[config.mk]
export PLATFORM = sky130hd
export DESIGN_NAME = arm_mem_loader_flat
export DESIGN_NICKNAME = d
export VERILOG_FILES = /design/src/rtl/arm_mem_loader_if.sv /design/src/rtl/arm_mem_loader.sv /design/src/flat_wrapper.sv
export SDC_FILE = /design/constraint.sdc
export NUM_CORES = 1
export LEC_CHECK = 0
export CORE_ASPECT_RATIO = 1.4
export CORE_MARGIN = 1
export CORE_UTILIZATION = 56
export DETAILED_ROUTE_END_ITERATION = 10
export PLACE_DENSITY_LB_ADDON = 0.08
export SLEW_MARGIN = 20
export SYNTH_ARGS = -nofsm -noshare
export SYNTH_HDL_FRONTEND = slang
export SYNTH_SLANG_ARGS = --single-unit
[constraint.sdc]
create_clock -name clk -period 4 [get_ports clk]
set_input_delay 0.4 -clock clk [delete_from_list [all_inputs] [get_ports clk]]
set_output_delay 0.4 -clock clk [all_outputs]
set_load 0.01 [all_outputs]
[src/rtl/arm_mem_loader_if.sv]
// arm_mem_loader_if: byte-stream input and data-memory download port.
// The loader uses the slave modport; the stream source uses master.
interface arm_mem_loader_if #(
  parameter int unsigned width = 32
);
  logic             in_valid;
  logic [7:0]       in_data;
  logic             in_ready;
  logic             download_data_we;
  logic [width-1:0] download_data_addr;
  logic [width-1:0] download_data;

  modport master (
    output in_valid, in_data,
    input  in_ready,
    input  download_data_we, download_data_addr, download_data
  );

  modport slave (
    input  in_valid, in_data,
    output in_ready,
    output download_data_we, download_data_addr, download_data
  );
endinterface

[src/rtl/arm_mem_loader.sv]
// arm_mem_loader: loads a little-endian byte stream into the core's data memory.
// Define ARM_MEM_LOADER_CHECKSUM_EN to verify a trailing 32-bit word sum.
module arm_mem_loader #(
  parameter int unsigned      width     = 32,
  parameter logic [width-1:0] base_addr = '0
) (
  input  logic            clk,
  input  logic            reset,
  input  logic            start,
  arm_mem_loader_if.slave bus,
  output logic            core_reset,
  output logic            busy,
  output logic            done,
  output logic            error
);

`ifdef ARM_MEM_LOADER_CHECKSUM_EN
  typedef enum logic [2:0] {
    S_IDLE, S_HDR, S_LOAD, S_WR, S_CHK, S_DONE
  } state_t;
  localparam state_t S_END = S_CHK;
`else
  typedef enum logic [2:0] {
    S_IDLE, S_HDR, S_LOAD, S_WR, S_DONE
  } state_t;
  localparam state_t S_END = S_DONE;
`endif

  state_t           state_q, state_d;
  logic [1:0]       byte_q, byte_d;
  logic [31:0]      sh_q, sh_d;
  logic [31:0]      n_q, n_d;
  logic [31:0]      k_q, k_d;
  logic             we_q, we_d;
  logic [width-1:0] addr_q, addr_d;
  logic [width-1:0] data_q, data_d;
  logic             rdy_q, rdy_d;
  logic             crst_q, crst_d;
  logic             busy_q, busy_d;
  logic             done_q, done_d;
`ifdef ARM_MEM_LOADER_CHECKSUM_EN
  logic [31:0]      sum_q, sum_d;
  logic             err_q, err_d;
`endif

  logic        fire;
  logic [31:0] asm_w;

  // ready is registered, so it already reflects the current state
  assign fire  = bus.in_valid & rdy_q;
  assign asm_w = {bus.in_data, sh_q[31:8]};

  // next-state and next-output logic
  always_comb begin
    state_d = state_q;
    byte_d  = byte_q;
    sh_d    = sh_q;
    n_d     = n_q;
    k_d     = k_q;
    we_d    = 1'b0;
    addr_d  = addr_q;
    data_d  = data_q;
`ifdef ARM_MEM_LOADER_CHECKSUM_EN
    sum_d   = sum_q;
    err_d   = err_q;
`endif
    unique case (state_q)
      S_IDLE, S_DONE: begin
        if (start) begin
          state_d = S_HDR;
          byte_d  = 2'd0;
          k_d     = 32'd0;
`ifdef ARM_MEM_LOADER_CHECKSUM_EN
          sum_d   = 32'd0;
          err_d   = 1'b0;
`endif
        end
      end
      S_HDR: begin
        if (fire) begin
          sh_d   = asm_w;
          byte_d = byte_q + 2'd1;
          if (byte_q == 2'd3) begin
            n_d     = asm_w;
            state_d = (asm_w == 32'd0) ? S_END : S_LOAD;
          end
        end
      end
      S_LOAD: begin
        if (fire) begin
          sh_d   = asm_w;
          byte_d = byte_q + 2'd1;
          if (byte_q == 2'd3) begin
            state_d = S_WR;
            we_d    = 1'b1;
            addr_d  = base_addr + (width'(k_q) << 2);
            data_d  = width'(asm_w);
`ifdef ARM_MEM_LOADER_CHECKSUM_EN
            sum_d   = sum_q + asm_w;
`endif
          end
        end
      end
      S_WR: begin
        k_d     = k_q + 32'd1;
        state_d = (k_q + 32'd1 == n_q) ? S_END : S_LOAD;
      end
`ifdef ARM_MEM_LOADER_CHECKSUM_EN
      S_CHK: begin
        if (fire) begin
          sh_d   = asm_w;
          byte_d = byte_q + 2'd1;
          if (byte_q == 2'd3) begin
            err_d   = (asm_w != sum_q);
            state_d = S_DONE;
          end
        end
      end
`endif
      default: state_d = S_IDLE;
    endcase
    rdy_d  = (state_d == S_HDR) || (state_d == S_LOAD);
    busy_d = rdy_d || (state_d == S_WR);
`ifdef ARM_MEM_LOADER_CHECKSUM_EN
    rdy_d  = rdy_d || (state_d == S_CHK);
    busy_d = busy_d || (state_d == S_CHK);
`endif
    done_d = (state_d == S_DONE);
    crst_d = !done_d;
  end

  // state, counters and registered outputs
  always_ff @(posedge clk) begin
    if (reset) begin
      state_q <= S_IDLE;
      byte_q  <= 2'd0;
      sh_q    <= 32'd0;
      n_q     <= 32'd0;
      k_q     <= 32'd0;
      we_q    <= 1'b0;
      addr_q  <= '0;
      data_q  <= '0;
      rdy_q   <= 1'b0;
      crst_q  <= 1'b1;
      busy_q  <= 1'b0;
      done_q  <= 1'b0;
`ifdef ARM_MEM_LOADER_CHECKSUM_EN
      sum_q   <= 32'd0;
      err_q   <= 1'b0;
`endif
    end else begin
      state_q <= state_d;
      byte_q  <= byte_d;
      sh_q    <= sh_d;
      n_q     <= n_d;
      k_q     <= k_d;
      we_q    <= we_d;
      addr_q  <= addr_d;
      data_q  <= data_d;
      rdy_q   <= rdy_d;
      crst_q  <= crst_d;
      busy_q  <= busy_d;
      done_q  <= done_d;
`ifdef ARM_MEM_LOADER_CHECKSUM_EN
      sum_q   <= sum_d;
      err_q   <= err_d;
`endif
    end
  end

  assign bus.in_ready           = rdy_q;
  assign bus.download_data_we   = we_q;
  assign bus.download_data_addr = addr_q;
  assign bus.download_data      = data_q;
  assign core_reset             = crst_q;
  assign busy                   = busy_q;
  assign done                   = done_q;
`ifdef ARM_MEM_LOADER_CHECKSUM_EN
  assign error                  = err_q;
`else
  assign error                  = 1'b0;
`endif

endmodule

[src/flat_wrapper.sv]
// flat-port wrapper written by rule: the top's interface ports become plain ports
module arm_mem_loader_flat 
#(
  parameter int unsigned      width     = 32,
  parameter logic [width-1:0] base_addr = '0
)
  (clk, reset, start, core_reset, busy, done, error, bus_in_valid, bus_in_data, bus_in_ready, bus_download_data_we, bus_download_data_addr, bus_download_data);
  arm_mem_loader_if #(.width(width)) bus_i ();
  input  logic clk;
  input  logic reset;
  input  logic start;
  output logic core_reset;
  output logic busy;
  output logic done;
  output logic error;
  input wire logic [$bits(bus_i.in_valid)-1:0] bus_in_valid;
  input wire logic [$bits(bus_i.in_data)-1:0] bus_in_data;
  output wire logic [$bits(bus_i.in_ready)-1:0] bus_in_ready;
  output wire logic [$bits(bus_i.download_data_we)-1:0] bus_download_data_we;
  output wire logic [$bits(bus_i.download_data_addr)-1:0] bus_download_data_addr;
  output wire logic [$bits(bus_i.download_data)-1:0] bus_download_data;
  assign bus_i.in_valid = bus_in_valid;
  assign bus_i.in_data = bus_in_data;
  assign bus_in_ready = bus_i.in_ready;
  assign bus_download_data_we = bus_i.download_data_we;
  assign bus_download_data_addr = bus_i.download_data_addr;
  assign bus_download_data = bus_i.download_data;
  arm_mem_loader #(.width(width), .base_addr(base_addr)) u_core (.clk(clk), .reset(reset), .start(start), .bus(bus_i), .core_reset(core_reset), .busy(busy), .done(done), .error(error));
endmodule
### Word-level counts from Yosys, hierarchy flattened

Index checks and enable logic that the tools add are counted.

* register bits: 168
* bits of input ports: 12

* $add $sub $neg: 2
* equality and inequality tests: 12
* muxes and demuxes: 14
* bitwise gates (word level): 3
* reduce and logical (&&, ||, !) cells: 15

Operators by type and width (count)
* one-hot mux 32 bit (2 select lines): 1
* adder 32 x 1 -> 32 bit (second input constant): 1
* equality test 32 bit: 1
* zero test 32 bit: 1
* two-way mux 32 bit: 1
* two-way mux 3 bit: 7
* equality test 3 x 2 -> 1 bit (second input constant): 4
* one-hot mux 3 bit (4 select lines): 1
* AND reduction 3 bit: 3
* equality test 3 x 1 -> 1 bit (second input constant): 2
* equality test 3 bit (second input constant): 2
* two-way mux 2 bit: 2
* one-hot mux 2 bit (2 select lines): 1
* AND reduction 2 bit: 2
* nonzero test 2 bit: 2
* OR reduction 2 bit: 2
* zero test 3 bit: 1
* OR reduction 3 bit: 1
* adder 2 x 1 -> 2 bit (second input constant): 1
* equality test 2 bit (second input constant): 1
* logical OR 1 bit: 2
* inequality test 2 x 1 -> 1 bit (second input constant): 1
* inequality test 2 bit (second input constant): 1
* inverter 1 bit: 2
* other kinds (3): 3

### Depth between registers and ports, before layout

* depth in word-level cells: 8
* mapped depth: 10
* mapped depth without buffers: 9

### Worst setup path before layout

OpenSTA, ideal clock, no wires.

* path kind: register -> register
* start point: reg u_core.k_q[0]
* end point: reg u_core.crst_q, in the netlist u_core.core_reset
* setup time: 0.122 ns
* arrival time: 2.680 ns
* setup slack: 1.198 ns
* cell stages (with the launch flop): 10
* cell sequence: dfxtp_1 > ha_1 > nand4_4 > nor3_4 > nand3_2 > or4b_1 > a31oi_1 > o2111ai_1 > or2_1 > o32a_1

* longest elaborated chain between the ends: 6

RTL lines
* start: declaration: RTL line arm_mem_loader.sv:33 `logic [31:0] k_q, k_d;`
* start signal: assignment: RTL line arm_mem_loader.sv:156 `k_q <= k_d;`
* adder 32 x 1 -> 32 bit: RTL line arm_mem_loader.sv:106 `state_d = (k_q + 32'd1 == n_q) ? S_END : S_LOAD;`
* equality test 32 bit: RTL line arm_mem_loader.sv:106
* two-way mux 3 bit: RTL line arm_mem_loader.sv:106
* one-hot mux 3 bit (4 select lines): RTL line arm_mem_loader.sv:67 `unique case (state_q)`
* equality test 3 bit: RTL line arm_mem_loader.sv:128 `done_d = (state_d == S_DONE);`
* zero test 1 bit: RTL line arm_mem_loader.sv:129 `crst_d = !done_d;`
* end signal: assignment: RTL line arm_mem_loader.sv:161 `crst_q <= crst_d;`
* end: declaration: RTL line arm_mem_loader.sv:38 `logic crst_q, crst_d;`

Every way passes these cells.
A chain may end at the register's enable or synchronous reset.

### Worst setup path after layout

Same ends and word-level chain as after synthesis.

==> flow_summary.yaml <==
outcome:
  outcome: "finished clean"
timing:
  timing_limited_maximum_frequency_mhz: 305
  timing.final.crit_period_ns: 3.28
  timing.final.ws_setup_ns: 0.717
  fin_hold_ws_ns: 0.453
  worst_slew_pin_slew_ns: 1.04
  rsz_0062_raised_after_global_routing: "no"
  layout_worst_path_cycle_share: 0.821
  finalSetupViolations: 0
  timing_max_transition_violations_final: 0
  timing.setup.tns_ns: 0
  timing.max_slew.rel_slack: 0.306
  fin_skew_ns: 0.0100
  final_hold_viol_count: 0
layout:
  finalNetCount: 1012
  final_cell_area_sq_um: 8780
  drive_above_1_share: 0.0643
  insertedDiodeCount: 0
  area_growth_syn_to_layout_pct: 19.0
critical_path:
  regToRegSetupSlack_ns: 0.72
  path_type_of_the_worst_setup_path: "flip-flop to flip-flop"
  endpoint_kind: "flip-flop"
  slowest_delay_ns: 0.51
  crit_arrival_ns: 3.61
  timing.rr.end: "u_core.core_reset"
  cpMaxStageDelayCell: "sky130_fd_sc_hd__dfxtp_1"
  startpoint_type: "flip-flop"
  critPathRequiredTime_ns: 4.32
  critical_path_maximum_fanout: 8
  worstRegToRegCells: 9
  path_cells: "ha_1 -> nand4_4 -> nor3_4 -> nand3_2 -> or4b_1 -> a31oi_1 -> o2111ai_1 -> or2_1 -> o32a_1"
  worst_r2r_startpoint: "u_core.k_q[0]"
clock_network:
  clock_sinks: 160
  cts_root_buffer: "sky130_fd_sc_hd__clkbuf_16"
  cts_max_level: 4
  cts_tree: "built"
  numCtsBuffers: 17
  clk-insertion-delay-late_ns: 0.44
  clkTransAtPathRegs_ns: 0.07
  cts_resized: 0
  cts_hold_repair.buffers: 0
  clk_path_buf_depth: 2
  setup_fix_buffers_added_after_clock_tree_synthesis: 0
pwr:
  fin_total_pwr_mw: 3.54
  worst_vdd_drop_mv: 0.316
  power.share.sequential: 0.453
  leakagePower_nw: 2.90
  combPwrFrac: 0.025
  internal-power_mw: 2.75
  clk_pwr_share: 0.522
  switching_power_uw: 791
  pwr_density_cell_nw_per_um2: 403
  power.share.switching: 0.223
yosys:
  ys_ff_latch: 160
  synthesis.instances: 968
  synth.yosys.warnings: 0
  synth-compound-area-share: 0.168
  post_synth_fa_ha_maj_area_fraction: 0.00339
  post_synth.cell_area_avg_sq_um: 7.63
  synth_flop_cell: "sky130_fd_sc_hd__dfxtp_1"
  synth_top_family_by_area: "simple AND/OR/NAND/NOR gates"
  synth_simple_gate_area_share: 0.299
  post_synth_mux_area_share: 0.00424
  post_synth_num_cell_types: 66
  async_set_or_reset_register_ratio_after_synthesis: 0
  synth-xor-area-share: 0.0439
  yosysSeqAreaShare: 0.434
  syn-cell-area_sq_um: 7380
  post_synth_edffs: 0
placement:
  io_buffer_count: 78
  placement.setup.worst_slack_ns: 0.767
  dp.final_hpwl_microns: 13000
  gpl.final_weighted_congestion: 0.898
  postPlaceCellArea_sq_um: 8110
floorplan:
  die-width_microns: 99.0
  num_io_pins: 82
  placement_rows: 49
  start_util: 0.573
  chip_height_microns: 138
  core_area_sq_um: 12900
  die_area_sq_um: 13700
detailed_routing:
  vias: 6824
  drt_pass_1_iters: 5
  route.detailed.vias_per_inst: 5.86
  totalWireLength_microns: 19000
  routedWlPerCell_microns: 16.3
  antenna_violating_nets_post_route: 0
  detail_route.drc_violations: 0
  detail_route.iter0.violations: 408
worst_hold_path:
  hold-path-endpoint: "u_core.bus.download_data_addr[14]"
  worst_hold_path_type: "flip-flop to flip-flop"
  hold_path_startpoint: "u_core.bus.download_data_addr[14]"
  hold_path_depth: 2
global_routing:
  grt_start_max_net_pins: 80
  grt_pass1_vias: 5972
  gr-usage-all-layers: 0.285
  globalRoute.totalOverflow: 0
  grt_pass1_wl_microns: 30600
  antenna_found_initial: 0
job:
  cap_violations: 0
## cell usage in the layout (no fill, tap or decap), types with 3 or more instances in the layout
cell and count:
sky130_fd_sc_hd__a211oi_1 5, sky130_fd_sc_hd__a21oi_1 148, sky130_fd_sc_hd__a311oi_1 9, sky130_fd_sc_hd__a31oi_1 10
sky130_fd_sc_hd__and2_1 3, sky130_fd_sc_hd__and3_1 9, sky130_fd_sc_hd__and4_1 8, sky130_fd_sc_hd__buf_4 10
sky130_fd_sc_hd__bufinv_16 5, sky130_fd_sc_hd__clkbuf_16 17, sky130_fd_sc_hd__clkdlybuf4s50_1 77, sky130_fd_sc_hd__conb_1 3
sky130_fd_sc_hd__dfxtp_1 160, sky130_fd_sc_hd__inv_1 4, sky130_fd_sc_hd__inv_6 5, sky130_fd_sc_hd__nand2_1 283
sky130_fd_sc_hd__nand2b_1 6, sky130_fd_sc_hd__nand3_1 18, sky130_fd_sc_hd__nand3_2 3, sky130_fd_sc_hd__nand3b_1 3
sky130_fd_sc_hd__nand4_1 11, sky130_fd_sc_hd__nand4_4 3, sky130_fd_sc_hd__nor2_1 40, sky130_fd_sc_hd__nor2b_1 7
sky130_fd_sc_hd__nor3_1 19, sky130_fd_sc_hd__nor4_1 18, sky130_fd_sc_hd__o2111ai_1 3, sky130_fd_sc_hd__o21ai_0 24
sky130_fd_sc_hd__or2_2 3, sky130_fd_sc_hd__or3_1 6, sky130_fd_sc_hd__or4_1 4, sky130_fd_sc_hd__xnor2_1 24
sky130_fd_sc_hd__xor2_1 13
## power groups by stage
stage                     sequential, mW  clock (mW)  combinational, mW
final                               1.60        1.85             0.0884
after global routing                1.60        1.93             0.0966
after CTS                           1.60        1.86             0.0884
after detailed placement            1.64           0             0.0878
after global placement              1.64           0             0.0881
after floorplan                     1.64           0             0.0554
## critical path: cells and delay by family, from the launching register on
kind                     cells  cell delay, ns
AO/OA/AOI/OAI                3            0.74
adder cells (fa/ha/maj)      1            0.41
flip-flops                   1            0.51
AND/OR/NAND/NOR              5            1.53
## metrics by stage
stage / instances / utilization
after CTS: 1164 / 0.682
after global routing: 1164 / 0.682
after floorplan: 970 / -
final: 1164 / 0.682
after detailed placement: 1132 / 0.630
after global placement: 1132 / 0.630
## area by class of cell
cell class	instances	area, sq um
clock inverter	15	246
multi-input combinational	727	3850
tap	153	191
timing repair buffer	87	846
clock buffer	17	425
fill	1143	4090
sequential	160	3200
inverter	5	18.8
## cells by family (layout without fill, tap and decap cells)
logic type / count (synthesis) / after routing
XOR/XNOR: 37 / 37
AND/OR/NAND/NOR: 463 / 463
other: 1 / 3
flip-flops: 160 / 160
multiplexers: 3 / 3
AO/OA/AOI/OAI: 219 / 219
adder cells (fa/ha/maj): 2 / 2
buffers and inverters: 83 / 124
## worst max-delay path by stage
stage | from | end | slack, ns | cells past startpoint
2_1_floorplan | u_core.k_q[0] | u_core.core_reset | 1.20 | 9
3_3_place_gp | u_core.k_q[4] | u_core.core_reset | 0.86 | 8
3_5_place_dp | u_core.k_q[4] | u_core.core_reset | 0.77 | 8
4_1_cts | u_core.k_q[0] | u_core.core_reset | 0.74 | 9
5_1_grt | u_core.k_q[0] | u_core.core_reset | 0.56 | 9
6_report | u_core.k_q[0] | u_core.core_reset | 0.72 | 9
## layer usage
metal  track usage  part of all wire  wire (microns)  vias up
met1         0.374              0.44            8320     3156
met5             0                 0               0        -
met4         0.112             0.021             400        0
li1              -                 -               -     3397
met2         0.469              0.49            9240      236
met3        0.0489             0.055            1050       35
## registers in the layout, summed over array words and instances (netlist names)
register,flops
u_core.k_q,32
u_core.core_reset,1
u_core.sh_q,24
u_core.bus.download_data_we,1
u_core.n_q,32
u_core.state_q,3
u_core.byte_q,2
u_core.busy,1
u_core.bus.in_ready,1
u_core.done,1
u_core.bus.download_data_addr,30
u_core.bus.download_data,32
## cells in the mapped netlist (7+ instances only)
cell type / instances / area, sq um
sky130_fd_sc_hd__nand2_1: 283 / 1060
sky130_fd_sc_hd__dfxtp_1: 160 / 3200
sky130_fd_sc_hd__a21oi_1: 148 / 741
sky130_fd_sc_hd__clkbuf_1: 59 / 221
sky130_fd_sc_hd__nor2_1: 40 / 150
sky130_fd_sc_hd__o21ai_0: 24 / 120
sky130_fd_sc_hd__xnor2_1: 24 / 210
sky130_fd_sc_hd__nor3_1: 21 / 105
sky130_fd_sc_hd__nand3_1: 19 / 95.1
sky130_fd_sc_hd__nor4_1: 18 / 113
sky130_fd_sc_hd__xor2_1: 13 / 114
sky130_fd_sc_hd__nand4_1: 11 / 68.8
sky130_fd_sc_hd__a31oi_1: 10 / 62.6
sky130_fd_sc_hd__buf_2: 10 / 50.1
sky130_fd_sc_hd__a311oi_1: 9 / 78.8
sky130_fd_sc_hd__and3_1: 9 / 56.3
sky130_fd_sc_hd__and4_1: 8 / 70.1
sky130_fd_sc_hd__nor2b_1: 7 / 43.8
Power figures use the tool's default switching activity.
